<file path="src/rtl/hilo_pkg.sv">
// Shared definitions for the HI/LO sequencer: op codes, FSM state encoding and
// default latencies of the downstream multiplier and divider.
package hilo_pkg;

  localparam logic [1:0] OP_MULT = 2'b00;
  localparam logic [1:0] OP_DIV  = 2'b01;
  localparam logic [1:0] OP_MTHI = 2'b10;
  localparam logic [1:0] OP_MTLO = 2'b11;

  localparam int MULT_LAT_DEF = 34;
  localparam int DIV_LAT_DEF  = 34;
  localparam int CNT_W_DEF    = 6;

  typedef enum logic [1:0] {
    ST_IDLE    = 2'b00,
    ST_MUL_RUN = 2'b01,
    ST_DIV_RUN = 2'b10,
    ST_CAPTURE = 2'b11
  } state_t;

endpackage

</file>
<file path="src/rtl/hilo_lat_counter.sv">
// Loadable down-counter that times the multiplier/divider latency; it saturates
// at zero and flags when the count has run out.
module hilo_lat_counter #(
  parameter int CNT_W = 6
) (
  input  logic             clk,
  input  logic             rst_n,
  input  logic             load,
  input  logic [CNT_W-1:0] load_val,
  input  logic             en,
  output logic             zero
);

  logic [CNT_W-1:0] cnt;

  always_ff @(posedge clk or negedge rst_n) begin
    if (!rst_n) begin
      cnt <= '0;
    end else if (load) begin
      cnt <= load_val;
    end else if (en && (cnt != '0)) begin
      cnt <= cnt - 1'b1;
    end
  end

  assign zero = (cnt == '0);

endmodule

</file>
<file path="src/rtl/hilo_ctrl.sv">
// HI/LO sequencer: launches MULT/DIV, times their fixed latency and captures the
// result; handles MTHI/MTLO. Optional flush input enabled by HILO_ABORT_EN.
module hilo_ctrl
  import hilo_pkg::*;
#(
  parameter int MULT_LAT = MULT_LAT_DEF,
  parameter int DIV_LAT  = DIV_LAT_DEF,
  parameter int CNT_W    = CNT_W_DEF
) (
  input  logic        clk,
  input  logic        rst_n,
`ifdef HILO_ABORT_EN
  input  logic        abort,
`endif
  input  logic        op_valid,
  input  logic [1:0]  op_code,
  input  logic [31:0] op_a,
  input  logic [31:0] op_b,
  output logic        busy,
  output logic        done,
  output logic        div_zero_exc,
  output logic        mult_init,
  output logic        mult_stop,
  output logic [31:0] mult_a,
  output logic [31:0] mult_b,
  input  logic [31:0] mult_hi,
  input  logic [31:0] mult_lo,
  output logic        div_init,
  output logic [31:0] div_a,
  output logic [31:0] div_b,
  input  logic [31:0] div_hi,
  input  logic [31:0] div_lo,
  output logic [31:0] hi_q,
  output logic [31:0] lo_q
);

  state_t           state, state_nxt;
  logic             is_mult, is_mult_nxt;
  logic             busy_nxt, done_nxt, dz_nxt;
  logic             mult_init_nxt, mult_stop_nxt, div_init_nxt;
  logic [31:0]      mult_a_nxt, mult_b_nxt, div_a_nxt, div_b_nxt;
  logic [31:0]      hi_nxt, lo_nxt;
  logic             cnt_load, cnt_en, cnt_zero;
  logic [CNT_W-1:0] cnt_load_val;

  hilo_lat_counter #(.CNT_W(CNT_W)) u_lat_counter (
    .clk      (clk),
    .rst_n    (rst_n),
    .load     (cnt_load),
    .load_val (cnt_load_val),
    .en       (cnt_en),
    .zero     (cnt_zero)
  );

  always_ff @(posedge clk or negedge rst_n) begin
    if (!rst_n) state <= ST_IDLE;
    else        state <= state_nxt;
  end

  always_comb begin
    state_nxt     = state;
    is_mult_nxt   = is_mult;
    busy_nxt      = busy;
    done_nxt      = 1'b0;
    dz_nxt        = 1'b0;
    mult_init_nxt = 1'b0;
    mult_stop_nxt = 1'b0;
    div_init_nxt  = 1'b0;
    mult_a_nxt    = mult_a;
    mult_b_nxt    = mult_b;
    div_a_nxt     = div_a;
    div_b_nxt     = div_b;
    hi_nxt        = hi_q;
    lo_nxt        = lo_q;
    cnt_load      = 1'b0;
    cnt_load_val  = '0;
    cnt_en        = 1'b0;

    case (state)
      ST_IDLE: begin
        if (op_valid) begin
          case (op_code)
            OP_MULT: begin
              mult_a_nxt    = op_a;
              mult_b_nxt    = op_b;
              mult_init_nxt = 1'b1;
              cnt_load      = 1'b1;
              cnt_load_val  = CNT_W'(MULT_LAT - 1);
              is_mult_nxt   = 1'b1;
              busy_nxt      = 1'b1;
              state_nxt     = ST_MUL_RUN;
            end
            OP_DIV: begin
              if (op_b == 32'd0) begin
                dz_nxt = 1'b1;
              end else begin
                div_a_nxt    = op_a;
                div_b_nxt    = op_b;
                div_init_nxt = 1'b1;
                cnt_load     = 1'b1;
                cnt_load_val = CNT_W'(DIV_LAT - 1);
                is_mult_nxt  = 1'b0;
                busy_nxt     = 1'b1;
                state_nxt    = ST_DIV_RUN;
              end
            end
            OP_MTHI: begin
              hi_nxt   = op_a;
              done_nxt = 1'b1;
            end
            default: begin
              lo_nxt   = op_a;
              done_nxt = 1'b1;
            end
          endcase
        end
      end
      ST_MUL_RUN, ST_DIV_RUN: begin
        if (cnt_zero) state_nxt = ST_CAPTURE;
        else          cnt_en    = 1'b1;
      end
      default: begin
        hi_nxt        = is_mult ? mult_hi : div_hi;
        lo_nxt        = is_mult ? mult_lo : div_lo;
        mult_stop_nxt = is_mult;
        done_nxt      = 1'b1;
        busy_nxt      = 1'b0;
        state_nxt     = ST_IDLE;
      end
    endcase

`ifdef HILO_ABORT_EN
    // A flush wins over capture: the in-flight result is discarded entirely.
    if (abort && (state != ST_IDLE)) begin
      state_nxt     = ST_IDLE;
      busy_nxt      = 1'b0;
      done_nxt      = 1'b0;
      mult_stop_nxt = (state == ST_MUL_RUN);
      hi_nxt        = hi_q;
      lo_nxt        = lo_q;
      cnt_en        = 1'b0;
    end
`endif
  end

  always_ff @(posedge clk or negedge rst_n) begin
    if (!rst_n) begin
      is_mult      <= 1'b0;
      busy         <= 1'b0;
      done         <= 1'b0;
      div_zero_exc <= 1'b0;
      mult_init    <= 1'b0;
      mult_stop    <= 1'b0;
      div_init     <= 1'b0;
      mult_a       <= '0;
      mult_b       <= '0;
      div_a        <= '0;
      div_b        <= '0;
      hi_q         <= '0;
      lo_q         <= '0;
    end else begin
      is_mult      <= is_mult_nxt;
      busy         <= busy_nxt;
      done         <= done_nxt;
      div_zero_exc <= dz_nxt;
      mult_init    <= mult_init_nxt;
      mult_stop    <= mult_stop_nxt;
      div_init     <= div_init_nxt;
      mult_a       <= mult_a_nxt;
      mult_b       <= mult_b_nxt;
      div_a        <= div_a_nxt;
      div_b        <= div_b_nxt;
      hi_q         <= hi_nxt;
      lo_q         <= lo_nxt;
    end
  end

endmodule

</file>
<file path="config.mk">
export PLATFORM = sky130hd
export DESIGN_NAME = hilo_ctrl
export DESIGN_NICKNAME = d
export VERILOG_FILES = /design/src/rtl/hilo_pkg.sv /design/src/rtl/hilo_lat_counter.sv /design/src/rtl/hilo_ctrl.sv
export SDC_FILE = /design/constraint.sdc
export NUM_CORES = 1
export LEC_CHECK = 0
export ABC_AREA = 1
export CORE_ASPECT_RATIO = 1.4
export CORE_MARGIN = 10
export CORE_UTILIZATION = 39
export CTS_CLUSTER_DIAMETER = 50
export DETAILED_ROUTE_END_ITERATION = 16
export HOLD_SLACK_MARGIN = 0.06
export PLACE_DENSITY = 0.78
export SYNTH_ARGS = -nofsm -noshare
export SYNTH_HDL_FRONTEND = slang
export SYNTH_SLANG_ARGS = --single-unit
</file>
<file path="constraint.sdc">
create_clock -name clk -period 1.5 [get_ports clk]
set_input_delay 0.3 -clock clk [delete_from_list [all_inputs] [get_ports clk]]
set_output_delay 0.3 -clock clk [all_outputs]
set_load 0.005 [all_outputs]
</file>
==> reports/results.tsv <==
metric	value	unit
Seq/Total Area, Yosys	56.1	%
worst setup margin	-0.217	ns
Synth Register Bits	207	
PwrDens	2110	mW/mm^2
Worst setup EP type	flip-flop	
CTS Sinks	207	
number of nets in the layout	1705	
global-route wire length before repair	52000	um
crit path max fanout	6	
share of layout cells above drive strength 1	15.3	%
leakage	0.00725	uW
final WL	35500	um
initial core utilization	39.6	%
CP peak stage delay	0.37	ns
Overall Global Routing Usage	21.8	%
outcome	finished, violations left	
Fmax	582	MHz
Layout area overhead	64.0	%
syn_area_per_cell	8.70	um^2
core area	0.0233	mm^2
clk slew on worst S/H paths	0.07	ns
# IOs	395	
Die Y	202	um
largest net degree at the start of global routing	67	
fill count	1962	
DRT iter0 DRCs	581	
worst path cell trace	inv_2 > ha_4 > inv_4 > nor2_4 > nor2_4 > inv_2 > nor2_4 > buf_6 > buf_12 > nor2_4 > a31oi_1	
number of global-route vias before repair	9150	
Root Buffer	clkbuf_16	
final hold viol count	0	
syn_nets	1262	
Final Setup Violations	186	
H-tree levels	1	
TritonCTS clock tree	done	
Final GP Congestion	0.860	
Top cell by count, worst path	nor2_4	
Die W	150	um
Final Max Slew Viols	0	
port bufs	394	
startpoint types	flip-flop	
worst clock skew	0.0145	ns
Critical Path Slowest Stage Cell	dfrtp_1	
final worst path period share	114	%
First-pass DRT Iterations	5	
CP Data Arrival Time	2.12	ns
asr flop ratio synth	100	%
Cells after Synth	1061	
most common flop cell mapped by yosys	dfrtp_1	
Finished Layout Cells	1828	
Hold WS	0.301	ns
CTS Buf Count	23	
row count	66	
synth unique cells	28	
number of flops mapped to enable cells by yosys	0	
commonest cells after routing, fill and taps aside	dfrtp_1, clkdlybuf4s50_1, nor2_1, nand2_1, dlygate4sd2_1	
crit path time final	1.72	ns
most common cell after layout, fill and taps aside	dfrtp_1	
slew margin rel.	70.3	%
CP Data Required Time	1.90	ns
DR DRC count	0	
Post-Place Setup Slack	-0.574	ns
Core Util, Final	65.0	%
failing checks	negative setup slack	
global route overflow	0	
max_cap viols	0	
Placed Cells incl. Taps	1762	
initial antenna violation count	3	
DRT antenna net count	0	
detailed placement HPWL	26700	um
Longest Clk Path Bufs	3	
unrepaired setup endpoints after global routing	yes	
YS warnings	0	
synthesized cell area	0.00923	mm^2
Max IR drop VDD	1.25	mV
Die Area	0.0303	mm^2
worst hold path type	input port to asynchronous set/reset pin	
Vias	9071	
Worst-Skew Late Latency	0.51	ns
number of vias per cell	4.96	
critical setup path kind	flip-flop to flip-flop	
Avg WL per Cell	19.4	um
Tightest Pin Transition	0.441	ns
[sequential cells by signal (all words and copies together) (netlist names)]
register	cells
busy	1
mult_b	32
div_init	1
state	2
div_zero_exc	1
mult_stop	1
mult_init	1
done	1
mult_a	32
div_a	32
hi_q	32
u_lat_counter.cnt	6
lo_q	32
div_b	32
is_mult	1
[synthesized netlist by cell type, types with 9 or more instances]
library cell,n,share of area [%]
nor2_1,221,9.0
o21ai_1,11,0.60
buf_6,13,1.6
nand3_1,9,0.49
dfrtp_1,207,56
o21ai_0,132,7.2
clkbuf_1,20,0.81
buf_2,26,1.4
o21ai_2,50,4.7
a31oi_1,64,4.3
nand2_1,193,7.8
inv_1,82,3.3
[path summary, 6_finish.rpt]
check | slack, ns | to | cells past startpoint | from
worst min-delay path | 0.30 | hi_q[28] | 2 | rst_n
min in group clk | 0.38 | div_b[10] | 3 | op_b[10]
worst max-delay path | -0.22 | hi_q[29] | 11 | state[0]
worst min register to register | 0.47 | div_b[11] | 2 | div_b[11]
worst max register to register | -0.22 | hi_q[29] | 11 | state[0]
max in group asynchronous | 0.63 | div_a[22] | 3 | rst_n
[cells by family (layout without fill, tap and decap cells)]
| family | after synthesis | after routing | synth area share (%) |
|---|---|---|---|
| AND/OR/NAND/NOR | 434 | 434 | 18.3 |
| AO/OA/AOI/OAI | 265 | 265 | 17.4 |
| flip-flops | 207 | 207 | 56.1 |
| buffers and inverters | 149 | 607 | 7.48 |
| adder cells (fa/ha/maj) | 4 | 4 | 0.542 |
| XOR/XNOR | 2 | 2 | 0.190 |
| other | 0 | 3 | 0 |
[critical path, delay by kind of cell (launching register included)]
kind / cells / cell delay, ns
adder cells (fa/ha/maj): 1 / 0.17
buffers and inverters: 5 / 0.50
flip-flops: 1 / 0.37
AO/OA/AOI/OAI: 1 / 0.24
AND/OR/NAND/NOR: 4 / 0.32
[timing repair]
action | 4_1_cts | 5_1_grt
endpoints found under the setup margin | 392 | 301
resized for setup | 243 | 66
endpoints found under the hold margin | 34 | 0
gates cloned | 4 | 6
buffers inserted | 9 | 4
hold buffers | 1 | 0
pin swaps | 1 | 2
[metal layers]
| metal | vias up | share of wire [%] | track usage [%] |
|---|---|---|---|
| met2 | 373 | 51 | 37.2 |
| met5 | - | 0 | 0 |
| met3 | 88 | 7.2 | 5.28 |
| li1 | 4345 | - | - |
| met4 | 0 | 5.3 | 11.8 |
| met1 | 4265 | 37 | 24.3 |
[report_power, final]
group	internal [uW]	switching, uW	total (uW)
sequential	8290	1520	9810
clock	3340	2300	5640
combinational	7960	8540	16500
total	19600	12400	31900
[metrics by stage]
stage | TNS, ns | area [um^2] | power (uW)
CTS | -7.14 | 14700 | 30300
detailed placement | -70.08 | 13900 | 25600
floorplan | 0 | 9300 | 16800
global route | -33.05 | 15100 | 34000
global placement | -68.17 | 13900 | 25100
finish | -11.54 | 15100 | 31900
[cell type report]
| class | instances | area, um^2 | share of cell area, % |
|---|---|---|---|
| clock buffers | 31 | 636 | 4.20 |
| diodes | 3 | 7.51 | 0.0496 |
| clock inverters | 9 | 118 | 0.777 |
| multi-input cells | 705 | 3660 | 24.2 |
| well taps | 306 | 383 | 2.53 |
| flip-flops and latches | 207 | 5180 | 34.2 |
| inverters | 85 | 322 | 2.12 |
| repair buffers | 482 | 4820 | 31.9 |
(Power assumes the default switching activity.)
